==> src/rtl/logic_unit_pipe.sv <==
// logic_unit_pipe: registered bitwise logic unit with valid/ready handshake.
// Eight bitwise ops on WIDTH-bit operands, one-cycle latency, an accumulator
// selectable as operand A, and registered zero/negative status flags.
// Optional feature macro: LOGIC_UNIT_PARITY_EN adds a registered flag_parity
// output (XOR-reduction of the result, 1 = odd number of ones).
module logic_unit_pipe #(
    parameter int unsigned      WIDTH    = 8,
    parameter logic [WIDTH-1:0] ACC_INIT = '0
) (
    input  logic             clk,
    input  logic             rst,
    input  logic             in_valid,
    output logic             in_ready,
    input  logic [2:0]       op,
    input  logic             acc_sel,
    input  logic [WIDTH-1:0] a,
    input  logic [WIDTH-1:0] b,
    output logic             out_valid,
    input  logic             out_ready,
    output logic [WIDTH-1:0] out_z,
    output logic             flag_zero,
    output logic             flag_neg,
    output logic [WIDTH-1:0] acc_q
`ifdef LOGIC_UNIT_PARITY_EN
    ,
    output logic             flag_parity
`endif
);

    logic             valid_reg;
    logic [WIDTH-1:0] z_reg;
    logic             zero_reg;
    logic             neg_reg;
    logic [WIDTH-1:0] acc_reg;
    logic [WIDTH-1:0] opnd_a;
    logic [WIDTH-1:0] result;
    logic             accept;

    // A new operand set may enter whenever the result slot is empty or is
    // being drained this same cycle; in_valid never gates readiness.
    assign in_ready = !valid_reg || out_ready;
    assign accept   = in_valid && in_ready;

    // Operand A comes from the accumulator when requested; since the
    // accumulator loads on the accepting edge, chained ops need no bubble.
    assign opnd_a = acc_sel ? acc_reg : a;

    // Each result bit is an 8-entry truth-table lookup indexed by op.
    for (genvar gi = 0; gi < int'(WIDTH); gi++) begin : g_bit
        logic [7:0] bit_tt;
        assign bit_tt = {
            b[gi],                        // 111 pass B
            ~opnd_a[gi],                  // 110 not A
            ~(opnd_a[gi] ^ b[gi]),        // 101 xnor
            ~(opnd_a[gi] | b[gi]),        // 100 nor
            ~(opnd_a[gi] & b[gi]),        // 011 nand
            opnd_a[gi] ^ b[gi],           // 010 xor
            opnd_a[gi] | b[gi],           // 001 or
            opnd_a[gi] & b[gi]            // 000 and
        };
        assign result[gi] = bit_tt[op];
    end

    // Result, flags and accumulator load together on accept; a drain with no
    // new accept only clears out_valid, leaving data and flags untouched.
    always_ff @(posedge clk) begin
        if (rst) begin
            valid_reg <= 1'b0;
            z_reg     <= '0;
            zero_reg  <= 1'b0;
            neg_reg   <= 1'b0;
            acc_reg   <= ACC_INIT;
        end else if (accept) begin
            valid_reg <= 1'b1;
            z_reg     <= result;
            zero_reg  <= (result == '0);
            neg_reg   <= result[WIDTH-1];
            acc_reg   <= result;
        end else if (valid_reg && out_ready) begin
            valid_reg <= 1'b0;
        end
    end

`ifdef LOGIC_UNIT_PARITY_EN
    logic parity_reg;

    // Parity is registered alongside out_z so it always describes it.
    always_ff @(posedge clk) begin
        if (rst) begin
            parity_reg <= 1'b0;
        end else if (accept) begin
            parity_reg <= ^result;
        end
    end

    assign flag_parity = parity_reg;
`endif

    assign out_valid = valid_reg;
    assign out_z     = z_reg;
    assign flag_zero = zero_reg;
    assign flag_neg  = neg_reg;
    assign acc_q     = acc_reg;

endmodule

==> config.mk <==
export PLATFORM = sky130hd
export DESIGN_NAME = logic_unit_pipe
export DESIGN_NICKNAME = d
export VERILOG_FILES = /design/src/rtl/logic_unit_pipe.sv
export SDC_FILE = /design/constraint.sdc
export NUM_CORES = 1
export LEC_CHECK = 0
export CAP_MARGIN = 0
export CORE_ASPECT_RATIO = 0.8
export CORE_MARGIN = 4
export CORE_UTILIZATION = 35
export DETAILED_ROUTE_END_ITERATION = 8
export GPL_ROUTABILITY_DRIVEN = 0
export SYNTH_ARGS = -nofsm -noshare
export SYNTH_HDL_FRONTEND = slang
export SYNTH_SLANG_ARGS = --single-unit
==> constraint.sdc <==
create_clock -name clk -period 7.1 [get_ports clk]
set_input_delay 1.065 -clock clk [delete_from_list [all_inputs] [get_ports clk]]
set_output_delay 1.065 -clock clk [all_outputs]
set_load 0.005 [all_outputs]
# Yosys cells after proc, flatten, opt, wreduce, memory -nomap -nowiden
# Cells that the tools add are included.
[totals]
ff_bits = 11
input_bits = 24
out_inout_bits = 20
elab_cells = 86
[classes]
order_cmp = 1
reduce_logical = 6
bitwise_logic = 56
n_mux = 19
[ops]
columns = ["op", "count"]
rows = [
  ["inverter 1 bit", 32],
  ["binary-select mux 1 bit (select 3 bit)", 8],
  ["2-to-1 mux 1 bit", 10],
  ["AND 1 bit", 8],
  ["logical NOT 8 bit", 1],
  ["2-to-1 mux 8 bit", 1],
  ["bitwise OR 1 bit", 8],
  ["XOR 1 bit", 8],
  ["< comparator 3 x 4 -> 1 bit (second input constant)", 1],
  ["logical AND 1 bit", 2],
  ["nonzero test 2 bit", 1],
  ["logical NOT 1 bit", 1],
  ["logical OR 1 bit", 1],
]

# Depth between registers and ports, before layout
[logic_depth]
word_depth = 6
mapped_depth = 10
depth_no_buf = 9

# Least setup slack after synthesis
# No wires, ideal clock.
[synth_path]
kind = "input to register"
from = "in acc_sel"
to = "reg zero_reg, in the netlist flag_zero"
stages = 9
path_slack_ps = 3887
setup_time_ps = 71
required_ps = 7029
t_arrival_ps = 3142
path_buffers = 1
path_cell_list = "buf_6 -> mux2_2 -> inv_1 -> ha_1 -> mux4_2 -> o22ai_1 -> nand2_1 -> or4b_1 -> a21oi_1"
[synth_between]
elab_chain_cells = 6
word_cells_on_any_way = 74
classes_between = "mux: 17; bitwise: 56; reduce/logical: 1"
[synth_lines]
columns = ["item", "line", "rtl"]
rows = [
  ["start: declaration", "15", "input logic acc_sel,"],
  ["2-to-1 mux 8 bit (*)", "46", "assign opnd_a = acc_sel ? acc_reg : a;"],
  ["AND 1 bit, or another cell as far along", "56, 59", ""],
  ["inverter 1 bit, on equally long branches", "56, 54, 55", ""],
  ["binary-select mux 1 bit (select 3 bit)", "61", "assign result[gi] = bit_tt[op];"],
  ["2-to-1 mux 1 bit (not written as such)", "61", ""],
  ["logical NOT 8 bit (*)", "76", "zero_reg <= (result == '0);"],
  ["end signal: assignment", "76", ""],
  ["end: declaration", "32", "logic zero_reg;"],
]
# Every way passes the cells marked *; elsewhere a longest branch is shown, timed or not. The select of a mux whose other input is x is not followed.
# A chain may end at the register's enable or synchronous reset.

# Worst setup path in the final report
# Ends and elaborated chain as after synthesis.

==> results by stage <==
Power:
- For this design the static power due to leakage is 0.9064 nW.
- Across the VDD grid, the largest voltage drop is 0.05381 mV.
- The power density of the placed cells is 116.7 mW/mm^2.

Die:
- The area enclosed by the die boundary is 0.005573 sq mm.
- The region available for standard cell placement spans 0.004230 sq mm.
- The overall die height is 67.58 um.
- The floorplan has 21 rows.
- The number of top-level pins is 44.
- The effective utilization at floorplan is 36.71%.
- The die is 82.47 um wide.

Clocking:
- The clock net in this run drives a total of 10 sinks.
- Once the clock tree was built, the resizer swapped 0 gates to a different size.
- The clock-pin transition on the worst setup and hold timing paths is 50 ps.
- The maximum number of buffers from clock root to sink is 2.
- The clock tree root driver cell is sky130_fd_sc_hd__clkbuf_8.
- In this run, post-CTS hold repair placed 0 buffers.
- In this run the number of H-tree levels came out at 1.
- The clock latency at the later pin of the worst-skew pair is 230 ps.
- The clock tree from TritonCTS is built.
- The number of buffers inserted during clock tree synthesis is 3.
- In this run the post-CTS setup repair buffer count came out at 0.

Logic synthesis:
- The number of synthesized register bits is 10.
- The fraction of synthesized area in multiplexers is 22.48%.
- The share of the yosys chip area belonging to registers is 12.89%.
- The post-synth net total is 236.
- The combinational family with the most area after synthesis is adder cells.
- The portion of synthesized cell area occupied by the leading cell type is 25.79%.
- The synthesized instance count is 180.
- Each instance of the synthesized netlist takes up on average 8.626 sq um.
- The synthesized-area fraction occupied by adder cells is 25.79%.
- The cell area that synthesis handed to floorplanning was 0.001553 sq mm.
- The basic-gate share of the synthesized area counting and, or, nand and nor cells is 12.49%.
- Summing the areas of all compound-gate instances in the mapped netlist gives 10.96% of the synthesized area.
- By area the synthesized netlist is led by sky130_fd_sc_hd__ha_1 (26%), sky130_fd_sc_hd__mux4_2 (13%), sky130_fd_sc_hd__dfxtp_1 (13%).
- The number of unique standard cell types used by synthesis is 28.
- The leading area contributor after synthesis is sky130_fd_sc_hd__ha_1.
- The Yosys step of the flow raised 0 warnings.
- Of the total synthesized cell area, the portion taken by XOR and XNOR cells is 0%.

Drt:
- The total wire length after detailed routing is 3257 um.
- The detailed router finished its first iteration with 67 violations.
- The average wire per cell in the routed design is 12.29 um.
- The final routed DRC violation total is 0.
- The iteration count of the initial detailed-routing pass is 4.
- After detailed routing, the number of vias per cell comes to 4.675.
- The remaining antenna violation count after routing is 0.
- For this block, the via count after detailed routing is 1239.

STA:
- Based on the critical path, the design can be clocked at up to 0.2623 GHz.
- For the pin with the worst max-slew slack, the measured transition is 880.3 ps.
- The post-route fraction of the period consumed by the critical path is 53.69%.
- On the final layout, the worst clock skew is 2.101 ps.
- Adding up every negative setup slack in the final design gives 0 ps.
- The number of slew-limit violations in the final report is 0.
- The clock period could shrink to 3812 ps.
- The total count of hold-check failures in the final report is 0.
- Measured against its own limit, the worst slew margin works out to 41.13%.
- Setup repair after global routing left no endpoint under its margin.
- The setup-violating endpoint count in the final report is 0.
- The smallest setup slack after layout is 3288 ps.

Layout:
- The final core utilization is 46.82%.
- The repair_antennas step left the layout with diodes totalling 0.
- The number of standard cells in the layout, taps in and fillers out is 265.
- The area growth from synthesis to layout is 27.56%.
- Leaving out fill and tap cells, the most frequent cell in the layout is sky130_fd_sc_hd__clkdlybuf4s50_1.
- For this run, the post-layout net count is 266.
- In the layout the commonest cells are sky130_fd_sc_hd__clkdlybuf4s50_1 (43), sky130_fd_sc_hd__inv_1 (33), sky130_fd_sc_hd__ha_1 (32), sky130_fd_sc_hd__nor2_1 (15).
- The ratio of cells with drive above 1 in the final layout is 8.173%.

GRT:
- The via count of the first global-routing pass is 1174.
- For this run, global-route usage on met2 was measured as 17.60%.
- The global-route wire length before repair is 5533 um.
- Summed over all layers, the global routing overflow is 0.
- The layer with the highest usage after global routing is met1.
- The largest net degree at the start of global routing is 23.
- Global routing consumed, over all layers together, 12.49% of the routing resources.
- The global routing met3 resource utilization is 2.000%.
- The initial antenna violation count came to 0.
- Global routing used 19.55% of the available met1 tracks.

Setup path:
- The largest individual stage delay along the critical path comes from the cell sky130_fd_sc_hd__clkdlybuf4s50_1.
- The launch point of the critical path is acc_sel.
- The data required time of the critical path is 7260 ps.
- The delay of the slowest cell on the worst path is 710 ps.
- The category of the worst setup path launch point is an input port.
- The setup path with the least slack is of type in2reg.
- Walking the worst path, the cells encountered are clkdlybuf4s50_1 -> mux2_2 -> inv_1 -> ha_1 -> mux4_2 -> o22ai_1 -> nand4_1 -> or4b_1 -> a21oi_1.
- STA classifies the critical path endpoint as a flip-flop.
- The origin of the critical flop-to-flop path is acc_q[4]$_SDFFE_PP0P_.
- The arrival time at the worst endpoint is 3970 ps.
- Along the worst path, the maximum fanout reaches 8.

Placement:
- During placement, the flow inserted port buffers numbering 43.
- Once placement completed, the tool counted placed cells totaling 262.
- Timing analysis after detailed placement gives a worst setup slack of 3034 ps.
- The detailed-placement wirelength estimate is 2696 um.

Min path:
- The startpoint identified for the worst hold timing path is flag_zero$_SDFFE_PP0P_.
- The path class of the tightest hold or removal check is reg2reg.

Outcome:
- The run finished with clean final reports.

Flow run:
- The tool flagged a number of max-cap violations equal to 0.
==> per-stage QoR <==
stage	power, mW	area (sq um)	hold WS [ps]
after CTS	0.2335	1981	471.3
after global placement	0.1755	1939	470.4
after global routing	0.2507	1981	486.7
after detailed placement	0.1760	1939	463.5
final	0.2312	1981	471.0
after floorplan	0.1363	1553	452.7
==> cell families after synthesis <==
| logic type | count (synthesis) |
|---|---|
| AOI/OAI and AO/OA | 26 |
| DFF | 10 |
| buffers and inverters | 51 |
| adders and majority gates | 32 |
| muxes | 23 |
| and+or+nand+nor | 38 |
==> worst max-delay path: cells and delay by family <==
kind / cells / cell delay (ps)
buffers and inverters: 2 / 800
and+or+nand+nor: 2 / 610
AOI/OAI and AO/OA: 2 / 390
muxes: 2 / 880
adders and majority gates: 1 / 240
==> worst paths after layout <==
kind | cells past startpoint | end | slack (ps)
max | 9 | flag_zero$_SDFFE_PP0P_ | 3290
min | 2 | flag_zero$_SDFFE_PP0P_ | 470
max reg2reg | 8 | flag_zero$_SDFFE_PP0P_ | 4590
min reg2reg | 2 | flag_zero$_SDFFE_PP0P_ | 470
==> metal layers <==
metal,wire [um],vias up
met5,0,-
met4,12,0
met3,229,2
met2,1329,31
met1,1686,557
li1,-,649
==> cells in the mapped netlist (all sizes together) <==
| library cell | number |
|---|---|
| ha | 32 |
| o21ai | 5 |
| a41oi | 1 |
| mux4 | 9 |
| nand2 | 4 |
| or3 | 1 |
| nand3b | 1 |
| nor3 | 1 |
| clkbuf | 2 |
| or4b | 1 |
| a311oi | 1 |
| mux2 | 5 |
| a211o | 1 |
| a32o | 4 |
| o22ai | 4 |
| a21oi | 9 |
| inv | 33 |
| nand4 | 1 |
| mux2i | 9 |
| nor2b | 4 |
| nor2 | 15 |
| dfxtp | 10 |
| a22o | 1 |
| nand2b | 10 |
| buf | 16 |
==> flip-flops by register name, indices dropped and copies added, names as in the netlist <==
signal	flops
acc_q	7
flag_neg	1
flag_zero	1
out_valid	1
==> cell type report <==
class                   instances  area (sq um)
fillers                       417          2250
repair buffers                 43         430.4
clock buffers                   3         41.29
inverters                      33         123.9
well taps                      57         71.32
flip-flops and latches         10         200.2
multi-input cells             119          1114
==> power by group <==
group          internal (mW)  switching [mW]
combinational         0.0608          0.0478
sequential            0.0608         0.00432
clock                 0.0370          0.0206
total                  0.159          0.0727
No activity file was read; power rests on OpenSTA's default activity.
